<file path="config.mk">
export PLATFORM = sky130hd
export DESIGN_NAME = instr_encoder
export DESIGN_NICKNAME = d
export VERILOG_FILES = /design/src/rtl/mips_pkg.sv /design/src/rtl/instr_field_pack.sv /design/src/rtl/instr_encoder.sv
export SDC_FILE = /design/constraint.sdc
export NUM_CORES = 1
export LEC_CHECK = 0
export BUFFER_PORTS_ARGS = -buffer_cell sky130_fd_sc_hd__buf_2
export CAP_MARGIN = 15
export CORE_AREA = 4 4 120 122
export DETAILED_ROUTE_END_ITERATION = 10
export DIE_AREA = 0 0 124 126
export MAX_ROUTING_LAYER = met4
export PLACE_DENSITY = 0.79
export SETUP_SLACK_MARGIN = 0.1
export SYNTH_ARGS = -nofsm -noshare
export SYNTH_HDL_FRONTEND = slang
export SYNTH_HIERARCHICAL = 1
export SYNTH_SLANG_ARGS = --single-unit
</file>
<file path="constraint.sdc">
create_clock -name clk -period 5.1 [get_ports clk]
set_clock_uncertainty 0.05 [all_clocks]
set_input_delay 0.255 -clock clk [delete_from_list [all_inputs] [get_ports clk]]
set_output_delay 0.255 -clock clk [all_outputs]
set_load 0.01 [all_outputs]
</file>
<file path="src/rtl/mips_pkg.sv">
// Shared MIPS definitions: instruction kinds and the opcode values the main decoder uses.
package mips_pkg;

  typedef enum logic [3:0] {
    KIND_RTYPE = 4'd0,
    KIND_LW    = 4'd1,
    KIND_SW    = 4'd2,
    KIND_BEQ   = 4'd3,
    KIND_ADDI  = 4'd4,
    KIND_J     = 4'd5,
    KIND_ORI   = 4'd6,
    KIND_BNE   = 4'd7
  } instr_kind_e;

  localparam logic [5:0] OP_RTYPE = 6'b000000;
  localparam logic [5:0] OP_LW    = 6'b100011;
  localparam logic [5:0] OP_SW    = 6'b101011;
  localparam logic [5:0] OP_BEQ   = 6'b000100;
  localparam logic [5:0] OP_ADDI  = 6'b001000;
  localparam logic [5:0] OP_J     = 6'b000010;
  localparam logic [5:0] OP_ORI   = 6'b001101;
  localparam logic [5:0] OP_BNE   = 6'b000101;

  function automatic logic [31:0] pack_itype(input logic [5:0] op, input logic [4:0] rs,
                                             input logic [4:0] rt, input logic [15:0] imm);
    return {op, rs, rt, imm};
  endfunction

endpackage

</file>
<file path="src/rtl/instr_field_pack.sv">
// Combinational packer: maps an instruction kind plus fields to a 32-bit MIPS word and a legal flag.
module instr_field_pack
  import mips_pkg::*;
(
  input  logic [3:0]  kind,
  input  logic [4:0]  rs,
  input  logic [4:0]  rt,
  input  logic [4:0]  rd,
  input  logic [4:0]  shamt,
  input  logic [5:0]  funct,
  input  logic [15:0] imm,
  input  logic [25:0] target,
  output logic [31:0] instr,
  output logic        legal
);

  // Select the format for the kind; kinds 8-15 are flagged illegal with a zero word.
  always_comb begin
    instr = 32'd0;
    legal = 1'b1;
    case (instr_kind_e'(kind))
      KIND_RTYPE: instr = {OP_RTYPE, rs, rt, rd, shamt, funct};
      KIND_LW:    instr = pack_itype(OP_LW, rs, rt, imm);
      KIND_SW:    instr = pack_itype(OP_SW, rs, rt, imm);
      KIND_BEQ:   instr = pack_itype(OP_BEQ, rs, rt, imm);
      KIND_ADDI:  instr = pack_itype(OP_ADDI, rs, rt, imm);
      KIND_J:     instr = {OP_J, target};
      KIND_ORI:   instr = pack_itype(OP_ORI, rs, rt, imm);
      KIND_BNE:   instr = pack_itype(OP_BNE, rs, rt, imm);
      default: begin
        instr = 32'd0;
        legal = 1'b0;
      end
    endcase
  end

endmodule

</file>
<file path="src/rtl/instr_encoder.sv">
// Streaming MIPS instruction encoder: single-entry output buffer, word address and
// handshake counters, plus sticky/saturating tracking of illegal request kinds.
module instr_encoder
  import mips_pkg::*;
#(
  parameter logic [31:0] BASE_ADDR = 32'h0000_0000,
  parameter int          ERR_W     = 8
) (
  input  logic             clk,
  input  logic             reset,
  input  logic             clear,
  input  logic             in_valid,
  output logic             in_ready,
  input  logic [3:0]       in_kind,
  input  logic [4:0]       in_rs,
  input  logic [4:0]       in_rt,
  input  logic [4:0]       in_rd,
  input  logic [4:0]       in_shamt,
  input  logic [5:0]       in_funct,
  input  logic [15:0]      in_imm,
  input  logic [25:0]      in_target,
  output logic             out_valid,
  input  logic             out_ready,
  output logic [31:0]      out_instr,
  output logic [31:0]      out_addr,
  output logic [31:0]      word_count,
  output logic             err,
  output logic [ERR_W-1:0] err_count
);

  logic [31:0]      packed_instr;
  logic             packed_legal;
  logic             accept;
  logic             out_fire;

  logic             out_valid_q,  out_valid_d;
  logic [31:0]      out_instr_q,  out_instr_d;
  logic [31:0]      out_addr_q,   out_addr_d;
  logic [31:0]      addr_q,       addr_d;
  logic [31:0]      word_count_q, word_count_d;
  logic             err_q,        err_d;
  logic [ERR_W-1:0] err_count_q,  err_count_d;

  instr_field_pack u_pack (
    .kind   (in_kind),
    .rs     (in_rs),
    .rt     (in_rt),
    .rd     (in_rd),
    .shamt  (in_shamt),
    .funct  (in_funct),
    .imm    (in_imm),
    .target (in_target),
    .instr  (packed_instr),
    .legal  (packed_legal)
  );

  assign in_ready = !clear && (!out_valid_q || out_ready);
  assign accept   = in_valid && in_ready;
  assign out_fire = out_valid_q && out_ready;

  // Next-state for buffer, address and counters; clear overrides every handshake.
  always_comb begin
    out_valid_d  = out_valid_q;
    out_instr_d  = out_instr_q;
    out_addr_d   = out_addr_q;
    addr_d       = addr_q;
    word_count_d = word_count_q;
    err_d        = err_q;
    err_count_d  = err_count_q;
    if (clear) begin
      out_valid_d  = 1'b0;
      addr_d       = BASE_ADDR;
      word_count_d = 32'd0;
      err_d        = 1'b0;
      err_count_d  = {ERR_W{1'b0}};
    end else begin
      if (out_fire) begin
        out_valid_d  = 1'b0;
        word_count_d = word_count_q + 32'd1;
      end else begin
        out_valid_d  = out_valid_q;
      end
      // Illegal kinds are consumed without producing a word or advancing the address.
      if (accept && packed_legal) begin
        out_valid_d = 1'b1;
        out_instr_d = packed_instr;
        out_addr_d  = addr_q;
        addr_d      = addr_q + 32'd4;
      end else if (accept) begin
        err_d = 1'b1;
        if (err_count_q != {ERR_W{1'b1}}) begin
          err_count_d = err_count_q + ERR_W'(1);
        end else begin
          err_count_d = err_count_q;
        end
      end else begin
        err_d = err_q;
      end
    end
  end

  // State registers with asynchronous reset.
  always_ff @(posedge clk or posedge reset) begin
    if (reset) begin
      out_valid_q  <= 1'b0;
      out_instr_q  <= 32'd0;
      out_addr_q   <= BASE_ADDR;
      addr_q       <= BASE_ADDR;
      word_count_q <= 32'd0;
      err_q        <= 1'b0;
      err_count_q  <= {ERR_W{1'b0}};
    end else begin
      out_valid_q  <= out_valid_d;
      out_instr_q  <= out_instr_d;
      out_addr_q   <= out_addr_d;
      addr_q       <= addr_d;
      word_count_q <= word_count_d;
      err_q        <= err_d;
      err_count_q  <= err_count_d;
    end
  end

  assign out_valid  = out_valid_q;
  assign out_instr  = out_instr_q;
  assign out_addr   = out_addr_q;
  assign word_count = word_count_q;
  assign err        = err_q;
  assign err_count  = err_count_q;

endmodule
</file>
**After elaboration in Yosys (flattened, before gate mapping)**

Index checks and enable logic that the tools add are counted.

- Add/subtract/negate cells: 3
- Multipliers: 0
- Reduce and logical (&&, ||, !) cells: 17
- Muxes and demuxes: 16
- Order comparisons: 0
- Bitwise gates (word level): 1
- Equal/unequal tests: 9
- Div/mod/pow operators: 0
- Shift-type cells: 0

Operators with widths:

| operator | count |
|---|---|
| 32-bit case mux with 8 select lines | 1 |
| 32-bit two-way mux | 4 |
| 32-bit by 1-bit adder with 32-bit output (second input constant) | 1 |
| 32-bit by 3-bit adder with 32-bit output (second input constant) | 1 |
| 8-bit two-way mux | 4 |
| 4-bit by 3-bit == test with 1-bit output (second input constant) | 4 |
| 8-bit by 1-bit adder with 8-bit output (second input constant) | 1 |
| 4-bit by 2-bit == test with 1-bit output (second input constant) | 2 |
| 8-bit inequality test (second input constant) | 1 |
| 2-bit nonzero test | 4 |
| 8-bit OR reduction | 1 |
| 1-bit two-way mux | 7 |
| 4-bit by 1-bit == test with 1-bit output (second input constant) | 1 |
| 1-bit logical AND | 4 |
| 4-bit zero test | 1 |
| 2-bit AND reduction | 2 |
| 3-bit AND reduction | 1 |
| 3-bit nonzero test | 1 |
| 1-bit zero test | 2 |
| 2-bit inequality test (second input constant) | 1 |
| 1-bit logical OR | 1 |
| 1-bit NOT | 1 |

- Bits of input ports: 77
- Bits in read-only memories: 0
- Memories: 0
- Output and inout bits: 107
- Bits in latches: 0
- Bits in writable memories: 0
- Register bits after elaboration: 138
- Logic and storage cells: 53

**Depth between registers and ports, before layout**

- Word-level depth: 7
- Mapped depth: 9
- Depth with buffers taken out: 5

**Modules after synthesis**

The synthesis kept the hierarchy.

Modules (own cells, without submodules):

| module | area each (µm²) | instances | seq. area each (µm²) | cells an instance |
|---|---|---|---|---|
| instr_encoder | 6180.9 | 1 | 3353.2 | 670 |
| instr_field_pack | 708.2 | 1 | 0.0 | 86 |

**Worst setup path before layout**

No wires, ideal clock.

- Kind: register to register
- Start: register word_count_q[0] (netlist: word_count[0])
- End: register word_count_q[26] (netlist: word_count[26])
- Data required time: 4.972 ns
- Data arrival time: 2.038 ns
- Buffers on the path: 1
- Cell stages (with the launch flop): 7
- Library setup time: 0.078 ns
- Period minus slack after synthesis: 2.166 ns
- Slack: 2.934 ns
- Cell sequence: dfrtp_1 -> ha_1 -> nand3_1 -> or4b_1 -> buf_2 -> or4_1 -> a21oi_1

- Cells in the longest elaborated chain, start to end: 3

RTL lines:

| item | RTL line | RTL |
|---|---|---|
| start, declared | instr_encoder.sv:40 | `logic [31:0] word_count_q, word_count_d;` |
| start signal, assigned | instr_encoder.sv:117 | `word_count_q <= word_count_d;` |
| 32-bit by 1-bit adder with 32-bit output | instr_encoder.sv:79 | `word_count_d = word_count_q + 32'd1;` |
| 32-bit two-way mux | instr_encoder.sv:77 | `if (out_fire) begin` |
| 32-bit two-way mux | instr_encoder.sv:70 | `if (clear) begin` |

Every way passes these cells. The select of a mux whose other input is x is not followed.
A chain may end at the register's enable or synchronous reset.

**Worst setup path after layout**

- Start: register out_valid_q (netlist: out_valid)
- End: register addr_q[26]

- Cells in the longest elaborated chain, start to end: 6

RTL lines:

| item | RTL line | RTL |
|---|---|---|
| start, declared | instr_encoder.sv:36 | `logic out_valid_q, out_valid_d;` |
| start signal, assigned | instr_encoder.sv:113 | `out_valid_q <= out_valid_d;` |
| 1-bit zero test | instr_encoder.sv:57 | `assign in_ready = !clear && (!out_valid_q \|\| out_ready);` |
| 1-bit logical OR | instr_encoder.sv:57 |  |
| 1-bit logical AND | instr_encoder.sv:57 |  |
| 1-bit logical AND | instr_encoder.sv:58 | `assign accept = in_valid && in_ready;` |
| 1-bit logical AND | instr_encoder.sv:84 | `if (accept && packed_legal) begin` |
| 2-bit nonzero test (no source line) | n/a |  |
| end signal, assigned | instr_encoder.sv:116 | `addr_q <= addr_d;` |
| end, declared | instr_encoder.sv:39 | `logic [31:0] addr_q, addr_d;` |

Every way passes these cells.

==> run summary <==
result of the run -> finished clean
leading cell types in the layout, fill and taps excluded -> sky130_fd_sc_hd__nand2_1, sky130_fd_sc_hd__buf_2, sky130_fd_sc_hd__dfrtp_1, sky130_fd_sc_hd__a21oi_1, sky130_fd_sc_hd__nor2_1
buffers inserted during post-CTS setup optimization -> 0
number of stages on the worst setup path -> 4
Internal Pwr Total -> 0.00185 W
total track usage -> 0.230
grt ovf -> 0
Hold Fails Final Rpt -> 0
kind of start point of the critical path -> flop
fmax -> 388 MHz
Worst path max stage delay -> 710 ps
Post-Place Cells -> 1,072
proportion of synthesized chip area in sequential cells -> 0.487
Mapped Area -> 6890 um^2
I/O Buffers -> 181
Power Density -> 295 nW/um^2
wire per inst -> 15.6 um
quantity of gates resized following cts -> 0
CTS tree -> built
DRC violation total after the first TritonRoute iteration -> 433
Crit Path Class -> reg2reg
combinational power share -> 0.095
average instance area after synthesis -> 9.11 um^2
worst max-slew margin expressed relative to the limit -> 0.250
clk slew on worst S/H paths -> 50 ps
leakage power of the design -> 4.16 nW
Fin Hold WS -> 99.0 ps
Root Buffer Master -> sky130_fd_sc_hd__clkbuf_16
post-layout min period -> 2580 ps
remaining routing DRC violations -> 0
number of failing setup endpoints in the final timing report -> 0
Setup Total Neg Slack -> 0 ps
die height -> 126 um
number of clock sinks seen by CTS -> 134
crit path DAT -> 2820 ps
Crit path max-delay family -> simple AND/OR/NAND/NOR gates
number of placed I/O pins -> 184
count of flip-flops with a built-in enable after synthesis -> 0
fraction of final layout cells sized beyond drive strength 1 -> 0.278
kind of path behind the tightest hold check -> in2reg
Max FO, Critical Path -> 86
Via Count -> 6,124
synthesized instance count -> 756
worst voltage drop across the vdd grid -> 204 uV
routed wire length -> 17,200 um
Required @ worst endpoint -> 5340 ps
kind of end point of the critical path -> flop
total number of nets in the final design -> 996
final worst-path cycle share -> 0.506
number of buffers on the longest clock path -> 2
number of clock buffers inserted by TritonCTS -> 17
Critical Path Slowest Stage Cell -> sky130_fd_sc_hd__nand3_4
critical path, cell by cell -> nand2b_1, nand3_4, nor4_1, mux2_2
vias in the first global route -> 5,808
library cells used by synthesis -> 53
full die area -> 15,600 um^2
most frequently used flop master after synthesis -> sky130_fd_sc_hd__dfrtp_1
final cell count without fillers -> 1,102
post-detailed-route count of antenna-violating nets -> 0
start point of the critical path -> out_valid
drt pass-1 iters -> 5
Net Switching -> 0.000593 W
hold path cells -> 5
yosys warns -> 6
register-to-register setup slack -> 2520 ps
largest net degree at the start of global routing -> 87
global-route wire length before repair -> 28,300 um
Net Sw Frac -> 0.242
starting utilization of the core area -> 0.522
Final Wtd Congestion -> 0.838
placeable core region -> 13,200 um^2
overall power consumption -> 0.00245 W
clk_lat worst skew -> 410 ps
setup repair after global routing missed its margin -> no
WP buf/inv -> 0
initial antenna violation count -> 0
Vias per Instance -> 5.56
reg2reg path depth -> 4
Maximum Capacitance Violations -> 0
htree depth -> 4
hpwl dp -> 11,700 um
startpoint of the most critical hold path -> in_funct[0]
chip width -> 124 um
Synth async-reset ratio -> 1.00
number of antenna repair diodes -> 0
growth of design area from synthesis to finish -> 20.6%
clock power share -> 0.444
RR Startpoint -> out_valid
final design utilization -> 0.630
Yosys reg bits -> 134
most frequent standard cell in the layout excluding fill and tap cells -> sky130_fd_sc_hd__nand2_1
fin. max-slew vios -> 0
transition time of the tightest slew-check pin -> 1130 ps
FP Rows -> 42
sequential share of power -> 0.461
worst paths after layout:
kind                                 end
max in group asynchronous   out_addr[19]
hold / removal              out_instr[0]
min in group asynchronous  out_instr[18]
setup / recovery              addr_q[26]
setup reg to reg              addr_q[26]
hold reg to reg            out_instr[29]
power groups by stage:
stage	Clock (W)	Combinational [W]	Sequential (W)
after floorplan	0	0.000120	0.00117
after global placement	0	0.000233	0.00115
after detailed placement	0	0.000238	0.00115
after CTS	0.00110	0.000239	0.00113
after global routing	0.00115	0.000262	0.00113
final	0.00109	0.000233	0.00113
worst reg2reg max path: stages, from the launching register on:
cell and delay, ps:
sky130_fd_sc_hd__dfrtp_1 450, sky130_fd_sc_hd__nand2b_1 290, sky130_fd_sc_hd__nand3_4 710, sky130_fd_sc_hd__nor4_1 590, sky130_fd_sc_hd__mux2_2 370
cells in the mapped netlist, types with 11 or more instances:
cell	instances	area, um^2
sky130_fd_sc_hd__or3_1	14	87.6
sky130_fd_sc_hd__nand3_1	18	90.1
sky130_fd_sc_hd__o31ai_1	27	203
sky130_fd_sc_hd__nor2_1	29	109
sky130_fd_sc_hd__nand2_1	211	792
sky130_fd_sc_hd__nand4_1	19	119
sky130_fd_sc_hd__o21ai_2	11	96.3
sky130_fd_sc_hd__o21ai_0	21	105
sky130_fd_sc_hd__inv_1	28	105
sky130_fd_sc_hd__dfrtp_1	134	3350
sky130_fd_sc_hd__a21oi_1	37	185
sky130_fd_sc_hd__clkbuf_1	22	82.6
sky130_fd_sc_hd__nor4_1	13	81.3
sky130_fd_sc_hd__or4_1	28	210
layout make-up:
type	instances	area, um^2
Sequential cell	134	3350
Inverter	28	110
Timing Repair Buffer	185	938
Clock inverter	4	22.5
Tap cell	176	220
Clock buffer	25	495
Fill cell	1132	4880
Multi-Input combinational cell	550	3170
flip-flops by register name, indices dropped and copies added, names as in the netlist:
name and count:
out_addr 30, err 1, out_valid 1, word_count 32, addr_q 30, out_instr 32, err_count 8
repair_timing:
item                                   CTS  global route
endpoints found under the hold margin   75             0
setup endpoints to repair                0             0
hold buffers                             1             0
routing by layer:
layer  wire [um]  track usage
met1        7150        0.298
met2        8680        0.368
met3        1040       0.0426
met4         311       0.0735
met5           0            -
through the flow:
| stage | worst slack (ps) | instance area, um^2 |
|---|---|---|
| after CTS | 2490 | 8310 |
| after floorplan | 1210 | 6890 |
| after global routing | 2310 | 8310 |
| after detailed placement | 2460 | 7780 |
| final | 2520 | 8310 |
| after global placement | 2500 | 7780 |
cell families after synthesis:
kind of cell	Yosys count	synth area share
other	2	0.00109
adder cells (fa/ha/maj)	3	0.00545
flip-flops	134	0.487
AO/OA/AOI/OAI	132	0.137
XOR/XNOR	18	0.0229
AND/OR/NAND/NOR	381	0.270
buffers and inverters	73	0.0558
multiplexers	13	0.0205
(Power assumes the default switching activity.)
